==> src/rtl/ternary_matvec_engine.sv <==
// ============================================================================
// ternary_matvec_engine : column-serial ternary matrix x fixed-point vector
// Revision 1.0 - initial release
// ============================================================================
`default_nettype none

package config_pkg;
  localparam int D                             = 4;
  localparam int FixedPointWidth               = 16;
  localparam int FixedPointFractionalPrecision = 8;
endpackage

module ternary_matvec_engine #(
  parameter int D        = config_pkg::D,
  parameter bit Saturate = 1'b1
) (
  input  logic                                           clk_i,
  input  logic                                           rst_i,
  input  logic                                           in_valid_i,
  output logic                                           in_ready_o,
  input  logic [D-1:0][config_pkg::FixedPointWidth-1:0]  in_vector_i,
  input  logic [D-1:0][D-1:0][1:0]                       in_matrix_i,
  output logic                                           out_valid_o,
  input  logic                                           out_ready_i,
  output logic [D-1:0][config_pkg::FixedPointWidth-1:0]  out_vector_o,
  output logic                                           illegal_o
);

  localparam int W  = config_pkg::FixedPointWidth;
  localparam int CW = (D > 1) ? $clog2(D) : 1;
  localparam int AW = W + $clog2(D) + 1;

  localparam logic [1:0] S_IDLE  = 2'd0;
  localparam logic [1:0] S_ACCUM = 2'd1;
  localparam logic [1:0] S_DONE  = 2'd2;

  // Two's-complement trit encoding; 2'b10 (-2) is the illegal code.
  localparam logic [1:0] T_POS = 2'b01;
  localparam logic [1:0] T_NEG = 2'b11;
  localparam logic [1:0] T_ILL = 2'b10;

  logic [1:0]                 state_q, state_d;
  logic [CW-1:0]              col_q, col_d;
  logic [D-1:0][W-1:0]        vec_q;
  logic [D-1:0][D-1:0][1:0]   mat_q;
  logic                       illegal_q;
  logic [D-1:0]               ill_col;
  logic                       accept;
  logic                       last_col;
  logic [W-1:0]               v_col;
  logic signed [AW-1:0]       v_ext;

  assign accept   = in_valid_i && in_ready_o;
  assign last_col = (state_q == S_ACCUM) && (col_q == CW'(D - 1));
  assign v_col    = vec_q[col_q];
  assign v_ext    = {{(AW - W){v_col[W-1]}}, v_col};

  always_ff @(posedge clk_i or posedge rst_i) begin
    if (rst_i) state_q <= S_IDLE;
    else       state_q <= state_d;
  end

  always_comb begin
    state_d = state_q;
    unique case (state_q)
      S_IDLE:  if (in_valid_i)  state_d = S_ACCUM;
      S_ACCUM: if (last_col)    state_d = S_DONE;
      S_DONE:  if (out_ready_i) state_d = S_IDLE;
      default:                  state_d = S_IDLE;
    endcase
  end

  always_comb begin
    in_ready_o  = (state_q == S_IDLE);
    out_valid_o = (state_q == S_DONE);
  end

  always_comb begin
    col_d = col_q;
    if (accept)                                col_d = '0;
    else if (state_q == S_ACCUM && !last_col)  col_d = col_q + 1'b1;
  end

  always_ff @(posedge clk_i or posedge rst_i) begin
    if (rst_i) begin
      col_q     <= '0;
      vec_q     <= '0;
      mat_q     <= '0;
      illegal_q <= 1'b0;
    end else begin
      col_q     <= col_d;
      illegal_q <= illegal_q | (|ill_col);
      if (accept) begin
        vec_q <= in_vector_i;
        mat_q <= in_matrix_i;
      end
    end
  end

  assign illegal_o = illegal_q;

  for (genvar i = 0; i < D; i++) begin : g_row
    logic [1:0]           trit;
    logic signed [AW-1:0] acc_q, acc_d;
    logic [W-1:0]         res;
    logic [W-1:0]         out_q;

    assign trit       = mat_q[col_q][i];
    assign ill_col[i] = (state_q == S_ACCUM) && (trit == T_ILL);

    always_comb begin
      acc_d = acc_q;
      if (trit == T_POS)      acc_d = acc_q + v_ext;
      else if (trit == T_NEG) acc_d = acc_q - v_ext;
    end

    if (Saturate) begin : g_sat
      localparam logic signed [AW-1:0] SAT_MAX = {{(AW - W + 1){1'b0}}, {(W - 1){1'b1}}};
      localparam logic signed [AW-1:0] SAT_MIN = {{(AW - W + 1){1'b1}}, {(W - 1){1'b0}}};
      always_comb begin
        if (acc_d > SAT_MAX)      res = SAT_MAX[W-1:0];
        else if (acc_d < SAT_MIN) res = SAT_MIN[W-1:0];
        else                      res = acc_d[W-1:0];
      end
    end else begin : g_wrap
      assign res = acc_d[W-1:0];
    end

    // The result register is loaded from the final column's sum on the ACCUM->DONE edge.
    always_ff @(posedge clk_i or posedge rst_i) begin
      if (rst_i) begin
        acc_q <= '0;
        out_q <= '0;
      end else begin
        if (accept)                  acc_q <= '0;
        else if (state_q == S_ACCUM) acc_q <= acc_d;
        if (last_col)                out_q <= res;
      end
    end

    assign out_vector_o[i] = out_q;
  end

endmodule

`default_nettype wire

==> config.mk <==
export PLATFORM = sky130hd
export DESIGN_NAME = ternary_matvec_engine
export DESIGN_NICKNAME = d
export VERILOG_FILES = /design/src/rtl/ternary_matvec_engine.sv
export SDC_FILE = /design/constraint.sdc
export NUM_CORES = 1
export LEC_CHECK = 0
export CAP_MARGIN = 20
export CORE_MARGIN = 2
export CORE_UTILIZATION = 30
export DETAILED_ROUTE_END_ITERATION = 12
export HOLD_SLACK_MARGIN = 0.15
export SETUP_SLACK_MARGIN = 0.05
export SLEW_MARGIN = 40
export SYNTH_ARGS = -nofsm -noshare
export SYNTH_HDL_FRONTEND = slang
export SYNTH_SLANG_ARGS = --single-unit
==> constraint.sdc <==
create_clock -name clk_i -period 17.66 [get_ports clk_i]
set_clock_uncertainty 0.15 [all_clocks]
set_input_delay 3.532 -clock clk_i [delete_from_list [all_inputs] [get_ports clk_i]]
set_output_delay 3.532 -clock clk_i [all_outputs]
set_load 0.01 [all_outputs]
# == After elaboration in Yosys (flattened, before gate mapping) ==
# Index checks and enable logic that the tools add are counted.
# op_classes
order_cmp,9
reduce_logical,13
mux,34
n_addsub,9
eq_ne,18
bitwise,1
# op_table
op,count
$mux W19,16
$mux W16,9
$add A19 B16 Y19,4
$gt A19 B16 Y1 const B,4
$lt A19 B16 Y1 const B,4
$sub A19 B16 Y19,4
$bmux W16 S2,1
$eq A2 B2 Y1 const B,10
$bmux W8 S2,1
$eq A2 B1 Y1 const B,5
$mux W2,5
$mux W8,1
$logic_and A1 B1 Y1,7
$pmux W2 S3,1
$ne A2 B2 Y1 const B,2
$reduce_bool A2 Y1,2
$reduce_or A4 Y1,1
$lt A2 B3 Y1 const B,1
$reduce_and A3 Y1,1
$add A2 B1 Y2 const B,1
$logic_not A2 Y1,1
$ne A2 B1 Y1 const B,1
$logic_not A1 Y1,1
$or A1 B1 Y1,1
# totals
regBits,241
elab_cells,115
inputBits,100
out_inout_bits,67

# == Logic depth before layout (Yosys ltp) ==
# logic_depth
depth_word,8
mapped_depth,21
mapped_depth_nobuf,15

# == Worst setup path after synthesis ==
# OpenSTA, ideal clock, no wires.
# synth_timing
path_type,register -> register
startpoint,reg col_q[0]
endpoint,reg g_row[2].out_q[6]
path_slack_ps,12338
path_buffers,5
stages_incl_launch_ff,20
arrival_ps,5041
period_less_slack_ps,5322
setup_time_ps,131
required_time_ps,17379
cell_sequence,dfrtp_1 -> buf_2 -> buf_2 -> buf_2 -> buf_1 -> mux4_2 -> ha_1 -> fa_1 -> nand2b_1 -> a21oi_1 -> o31ai_1 -> a2111oi_0 -> o211ai_1 -> a31oi_1 -> o211a_1 -> nor2_1 -> xor2_1 -> o21ba_2 -> buf_2 -> o22ai_1
# synth_via
elab_chain_len,8
elab_cells_between_ends,16
classes_between,2 x add/sub; 2 x order compare; 3 x eq/ne; 8 x mux; 1 x reduce/logical
# synth_lines
item,line,rtl
from (decl),43,"logic [CW-1:0] col_q, col_d;"
from (signal assigned),91,col_q <= col_d;
$bmux W16 S2 / $bmux W8 S2 (equally long branches),"55, 108",
$mux W16 (not written as such) / $mux W8 (equally long branches),--,
$sub A19 B16 Y19 / $eq A2 B2 Y1 (equally long branches),114,else if (trit == T_NEG) acc_d = acc_q - v_ext;
$mux W19,114,
$mux W19,113,if (trit == T_POS) acc_d = acc_q + v_ext;
$lt A19 B16 Y1,122,else if (acc_d < SAT_MIN) res = SAT_MIN[W-1:0];
$mux W16,122,
$mux W16,121,if (acc_d > SAT_MAX) res = SAT_MAX[W-1:0];
to (signal assigned),137,if (last_col) out_q <= res;
to (decl),106,logic [W-1:0] out_q;
# Several ways; a longest one is shown, not always the timed one. The select of a mux whose other input is x is not followed.
# A chain may end at the register's enable or synchronous reset.

# == Worst setup path after layout ==
# layout_timing
startpoint,reg state_q[1]
endpoint,out in_ready_o
# layout_via
elab_chain_len,1
# layout_lines
item,line,rtl
from (decl),42,"logic [1:0] state_q, state_d;"
from (signal assigned),60,else state_q <= state_d;
$logic_not A2 Y1,74,in_ready_o = (state_q == S_IDLE);
to (decl),20,"output logic in_ready_o,"
# No other way between the ends.

==> results.sh <==
export IMPL_outcome="finished, final reports clean"
export IMPL_worst_setup_path_startpoint="state_q[1]"
export IMPL_floorplan_initialDensity_pct=30.4
export IMPL_yosysTopAreaCell="sky130_fd_sc_hd__dfrtp_1"
export IMPL_htree_num_levels=1
export IMPL_criticalPathCategory="reg2out"
export IMPL_layout_commonest_cell="sky130_fd_sc_hd__nand2_1"
export IMPL_grt_antenna_before_repair=0
export IMPL_fillers=6147
export IMPL_placed_cell_area_mm2=0.0207
export IMPL_route_vias_total=16400
export IMPL_synthXorXnorAreaFrac_pct=4.10
export IMPL_worstPathArrival_ns=2.18
export IMPL_viasPerCell=5.23
export IMPL_finalWorstSetupSlack_ns=11.80
export IMPL_n_antenna_cell=0
export IMPL_design_final_nets=2612
export IMPL_overflow=0
export IMPL_final_layout_size_suffix_gt1_share_pct=5.99
export IMPL_die_height_um=251
export IMPL_dominantRegCellSynth="sky130_fd_sc_hd__dfrtp_1"
export IMPL_kind_of_launch_point_of_the_worst_setup_path="register"
export IMPL_slew_violations=0
export IMPL_chipWidth_um=251
export IMPL_yosysSeqAreaShare_pct=32.9
export IMPL_fmax_mhz=171
export IMPL_synth_fa_ha_area_share_pct=12.4
export IMPL_post_synth_inst_count=2240
export IMPL_clockRootBuffer="sky130_fd_sc_hd__clkbuf_16"
export IMPL_ant_nets=0
export IMPL_drtIter0Drc=1345
export IMPL_design_die_area_mm2=0.0632
export IMPL_hold_wc_path_type="reg2reg"
export IMPL_synthArstFlopShare_pct=100
export IMPL_cts_clk_slew_worst_paths_ns=0.06
export IMPL_critical_path_slowest_cell="sky130_fd_sc_hd__clkdlybuf4s50_1"
export IMPL_synthesis_area_per_instance_um2=8.19
export IMPL_synth_area_top_cells="sky130_fd_sc_hd__dfrtp_1 (33%), sky130_fd_sc_hd__ha_1 (12%), sky130_fd_sc_hd__nand2_1 (9.7%), sky130_fd_sc_hd__a21oi_1 (4.5%), sky130_fd_sc_hd__o21ai_0 (4.3%)"
export IMPL_worst_hold_startpoint="mat_q[8]"
export IMPL_io_buffers=166
export IMPL_cts_num_sinks=241
export IMPL_design_core_area_mm2=0.0605
export IMPL_drc=0
export IMPL_synth_lib_cells_used_distinct=92
export IMPL_yosys_area_top_type_share_pct=32.9
export IMPL_dpl_hpwl_um=42400
export IMPL_dpl_worst_slack_ns=11.70
export IMPL_largest_family_of_logic_cells_by_synthesized_area="simple AND/OR/NAND/NOR gates"
export IMPL_groute_usage_overall_pct=18.3
export IMPL_cts_resized=0
export IMPL_avgRoutedWirePerCell_um=18.6
export IMPL_synthToLayoutAreaGrowth_pct=17.5
export IMPL_top_level_ports=167
export IMPL_timing_critical_path_required_ns=13.98
export IMPL_gp_congestion=0.901
export IMPL_critical_path_cell_chain="nor2_1, clkdlybuf4s50_1"
export IMPL_largest_driver_fanout_on_the_critical_path=4
export IMPL_setup_worst_path_end_class="output port"
export IMPL_clock_insertion_delay_worst_skew_ns=0.58
export IMPL_fin_crit_ns=5.86
export IMPL_timing_worst_slew_pin_value_ns=0.832
export IMPL_netlist_area_mm2=0.0184
export IMPL_post_cts_repair_setup_buffers=0
export IMPL_final_cell_mix="sky130_fd_sc_hd__nand2_1 (473), sky130_fd_sc_hd__dfrtp_1 (240), sky130_fd_sc_hd__nor2_1 (187)"
export IMPL_slew_headroom_pct=44.2
export IMPL_post_synthesis_net_count=2517
export IMPL_critical_path_reg2reg_startpoint="col_q[0]"
export IMPL_wirelength_um=58300
export IMPL_post_synth_mux_area_share_pct=4.40
export IMPL_grt_setup_unrepaired="no"
export IMPL_timing_critical_path_slowest_cell_delay_ns=0.66
export IMPL_fin_area_mm2=0.0216
export IMPL_floorplan_rows=90
export IMPL_yosysWarningCount=0
export IMPL_postCtsHoldBufs=0
export IMPL_first_pass_grt_wire_length_um=92200
export IMPL_synth_enable_flop_cells=0
export IMPL_number_of_global_route_vias_before_repair=16200
export IMPL_cap_viol_max_count=0
export IMPL_cts_inserted_buffers=27
export IMPL_clockBufferDepth=3
export IMPL_synth_simple_area_share_pct=21.3
export IMPL_finalHoldWorstSlack_ns=0.320
export IMPL_synth_seq_cells=241
export IMPL_grt_max_degree=102
export IMPL_clock_tree_from_tritoncts="built"
export IMPL_finalHoldViolations=0
export IMPL_detail_route_first_pass_iterations=6
export IMPL_synth_compound_gate_area_share_pct=20.6
export IMPL_final_period_utilization_pct=33.2
export IMPL_tns_ns=0
export IMPL_finalSetupViolations=0
==> logic make-up after synthesis <==
family          after synthesis
compound gates              581
xor+xnor                     85
fa+ha+maj                   177
buf+inv                     199
flops                       241
mux                          53
simple gates                904
==> critical path: cells and delay by family, from the launching register on <==
kind,cells,cell delay (ns)
buffers and inverters,1,0.66
DFF,1,0.42
and+or+nand+nor,1,0.51
==> metrics by stage <==
step	utilization (%)	cells
finish	35.7	3134
global route	35.7	3134
CTS	35.6	3134
detailed placement	34.2	3088
global placement	34.1	3086
floorplan	-	2240
==> routing by layer <==
layer  track usage, %  up-vias  share of wire (%)
met5                0        -                  0
met1             25.6     7886                 48
met3             2.02       78                4.6
met2             29.6      442                 45
li1                 -     7992                  -
met4             5.66        0                3.0
==> synthesized netlist by cell type, types with 9 or more instances <==
cell	count
sky130_fd_sc_hd__a211oi_1	20
sky130_fd_sc_hd__a21o_1	20
sky130_fd_sc_hd__a21oi_1	164
sky130_fd_sc_hd__and3_1	9
sky130_fd_sc_hd__buf_1	9
sky130_fd_sc_hd__buf_2	15
sky130_fd_sc_hd__clkbuf_1	87
sky130_fd_sc_hd__dfrtp_1	241
sky130_fd_sc_hd__ha_1	169
sky130_fd_sc_hd__inv_1	80
sky130_fd_sc_hd__mux2_2	11
sky130_fd_sc_hd__mux2i_1	21
sky130_fd_sc_hd__mux4_2	20
sky130_fd_sc_hd__nand2_1	474
sky130_fd_sc_hd__nand2b_1	27
sky130_fd_sc_hd__nand3_1	78
sky130_fd_sc_hd__nor2_1	187
sky130_fd_sc_hd__nor2b_1	27
sky130_fd_sc_hd__nor3_1	27
sky130_fd_sc_hd__nor4_1	13
sky130_fd_sc_hd__o211ai_1	30
sky130_fd_sc_hd__o21a_1	21
sky130_fd_sc_hd__o21ai_0	158
sky130_fd_sc_hd__o21bai_1	26
sky130_fd_sc_hd__o22ai_1	17
sky130_fd_sc_hd__o31ai_1	18
sky130_fd_sc_hd__or2_2	13
sky130_fd_sc_hd__or3_1	15
sky130_fd_sc_hd__xnor2_1	66
sky130_fd_sc_hd__xor2_1	18
==> sequential cells by signal (all words and copies together), names as in the netlist <==
register,count
col_q,2
g_row.acc_q,76
g_row.out_q,64
illegal_o,1
state_q,2
vec_q,64
mat_q,32
==> area by class of cell <==
| cell class | instances | area (um2) | share of cell area, % |
|---|---|---|---|
| Timing Repair Buffer | 184 | 1840 | 8.53 |
| Multi-Input combinational cell | 1800 | 11600 | 53.6 |
| Sequential cell | 241 | 6030 | 28.0 |
| Clock buffer | 36 | 749 | 3.48 |
| Clock inverter | 10 | 86.3 | 0.400 |
| Tap cell | 782 | 978 | 4.54 |
| Inverter | 81 | 312 | 1.44 |
==> final timing paths <==
path                                endpoint  slack, ns  cells after the start
min                                 mat_q[8]       0.32                      2
min reg2reg                         mat_q[8]       0.32                      2
max                               in_ready_o      11.80                      2
max reg2reg                g_row[2].out_q[5]      11.92                     14
max in group asynchronous           col_q[0]      12.81                      4
min in group asynchronous          mat_q[13]       3.21                      2
Power is left out: the tool's default activity adds up to more than one toggle a clock period on the data nets, which glitch-free logic cannot reach.
==> RTL change (same flow settings) <==
`Saturate`: 1'b1 -> 1'b0.
--- a/src/rtl/ternary_matvec_engine.sv
+++ b/src/rtl/ternary_matvec_engine.sv
@@ -12,7 +12,7 @@
 
 module ternary_matvec_engine #(
   parameter int D        = config_pkg::D,
-  parameter bit Saturate = 1'b1
+  parameter bit Saturate = 1'b0
 ) (
   input  logic                                           clk_i,
   input  logic                                           rst_i,
Behaviour: not the same (a bounded check fails within 10 cycles, from zero or initial values and one cycle with rst_i high).
==> RTL change against the unedited design <==
  * Global-route usage shrank 0.21 points
  * Critical path type unchanged
  * Area after synthesis is 13% lower
  * Critical endpoint unchanged
  * Worst setup slack gained 0.25 ns
  * First-iteration DRC count fell by 30%
  * Sequential cell count shrank 12
  * Wire length fell by 13%
  * Cell area fell by 11%
Power is left out: the tool's default activity adds up to more than one toggle a clock period on the data nets, which glitch-free logic cannot reach.
==> RTL change: results (changes against the unedited design) <==
| Metric | Value |
|---|---|
| Status | `finished, final reports clean` |
| Clock-cell share of area | `4.43% (+0.55 points)` |
| Critical path's largest stage delay | `0.62 ns (-0.04 ns)` |
| Biggest regs | `g_row.acc_q: 64 flops, g_row.out_q: 64 flops, vec_q: 64 flops` |
| Signal buf overhead | `9.51% (+0.98 points)` |
| Placed instance count | `2673 (-13%)` |
| Signal buffers | `182 (-1.1%)` |
| Ys flop type | `dfrtp_1` |
| WL final | `51000 µm (-13%)` |
| Layout cell share with drive strength beyond 1 | `5.21% (-0.78 points)` |
| Warnings from Yosys | `0 (unchanged)` |
| Met2 Use GR | `27.3% (-2.3 points)` |
| Worst Path Max Fanout | `4 (unchanged)` |
| Clk pin slew, worst setup/hold paths | `0.06 ns (about the same)` |
| Clk_lat worst skew | `0.56 ns (-0.02 ns)` |
| Synth Area per Inst | `8.39 µm² (+2.4%)` |
| Multi-input logic portion of the cell area | `50.3% (-3.4 points)` |
| DRT Pass-1 Iters | `5 (-1)` |
| Most area-consuming cells after synthesis | `dfrtp_1, ha_1, nand2_1, o21ai_0, a21oi_1` |
| Fillers | `5408 (-12%)` |
| Asr flop ratio synth | `100% (unchanged)` |
| Post-DR wirelength/cell | `18.7 µm (+0.73%)` |
| Crit path DAT | `1.93 ns (-0.25 ns)` |
| Critical Path End | `in_ready_o` |
| Hold Path End | `mat_q[11]` |
| WL met2 | `21600 µm (-17%)` |
| Yosys reg bits | `229 (-5.0%)` |
| Most frequent cells after synthesis | `nand2_1, dfrtp_1, o21ai_0` |
| Mapped Nets | `2159 (-14%)` |
| Port Buffers | `166 (unchanged)` |
| GP Congestion | `0.924 (+2.6%)` |
| Reg2reg end | `g_row[1].out_q[14]` |
| # clk buffers | `39 (+8.3%)` |
| Antenna diodes | `0 (unchanged)` |
| Synth unique cells | `75 (-18%)` |
| Met3 GRT Util | `2.63% (+0.61 points)` |
| Met3 WL post-DR | `2980 µm (+12%)` |
| Initial antenna violation count | `0 (unchanged)` |
| Grt met1 use | `26.2% (+0.58 points)` |
| Highest routed layer | `met4` |
| Seq/Total Area, Yosys | `35.8% (+3.0 points)` |
| First-pass GRT wire length | `80600 µm (-13%)` |
| Largest net degree at the start of global routing | `107 (+4.9%)` |
| CP Launch Point | `state_q[0]` |
| Drt initial violations | `945 (-30%)` |
| Invs w/o clock | `73 (-9.9%)` |
| GRT Total Usage | `18.1% (-0.21 points)` |
| M1 WL | `24800 µm (-11%)` |
| DR vias | `14300 (-13%)` |
| Seq area share | `29.8% (+1.9 points)` |
| Post-detailed-placement half-perimeter wirelength | `36800 µm (-13%)` |
| Worst-case reg-to-reg path depth | `13 (-1)` |
| Max_slew headroom | `46.3% (+2.1 points)` |
| Hold path startpoint | `mat_q[11]` |
| Layout net count | `2269 (-13%)` |
| Comb_multi_in | `1503 (-17%)` |
| R2R Setup Slk | `12.71 ns (+0.79 ns)` |
==> RTL change: cell types whose count changed in the layout (fill, tap and decap cells not counted), sizes merged, moves of 16 or more <==
| cell | change |
|---|---|
| nor2 | -63 |
| nand2 | -48 |
| nand3 | -25 |
| ha | -24 |
| o211ai | -22 |
| a21oi | -21 |
| xnor2 | -16 |
==> RTL change: logic make-up after synthesis <==
family                   Yosys count  share of synthesized area [%]
AO/OA/AOI/OAI                    510                           20.1
flip-flops                       229                           35.8
XOR/XNOR                          67                           3.67
adder cells (fa/ha/maj)          153                           12.3
buffers and inverters            174                           4.18
AND/OR/NAND/NOR                  720                           19.1
multiplexers                      53                           4.79
==> RTL change: stage by stage <==
step                setup slack (ns)  hold WS [ns]  cell area (µm²)
floorplan                       7.70         0.290            16000
global placement               11.25         0.304            18300
detailed placement             11.43         0.309            18300
CTS                            12.01         0.324            19100
global route                   11.80         0.336            19200
finish                         12.05         0.319            19200
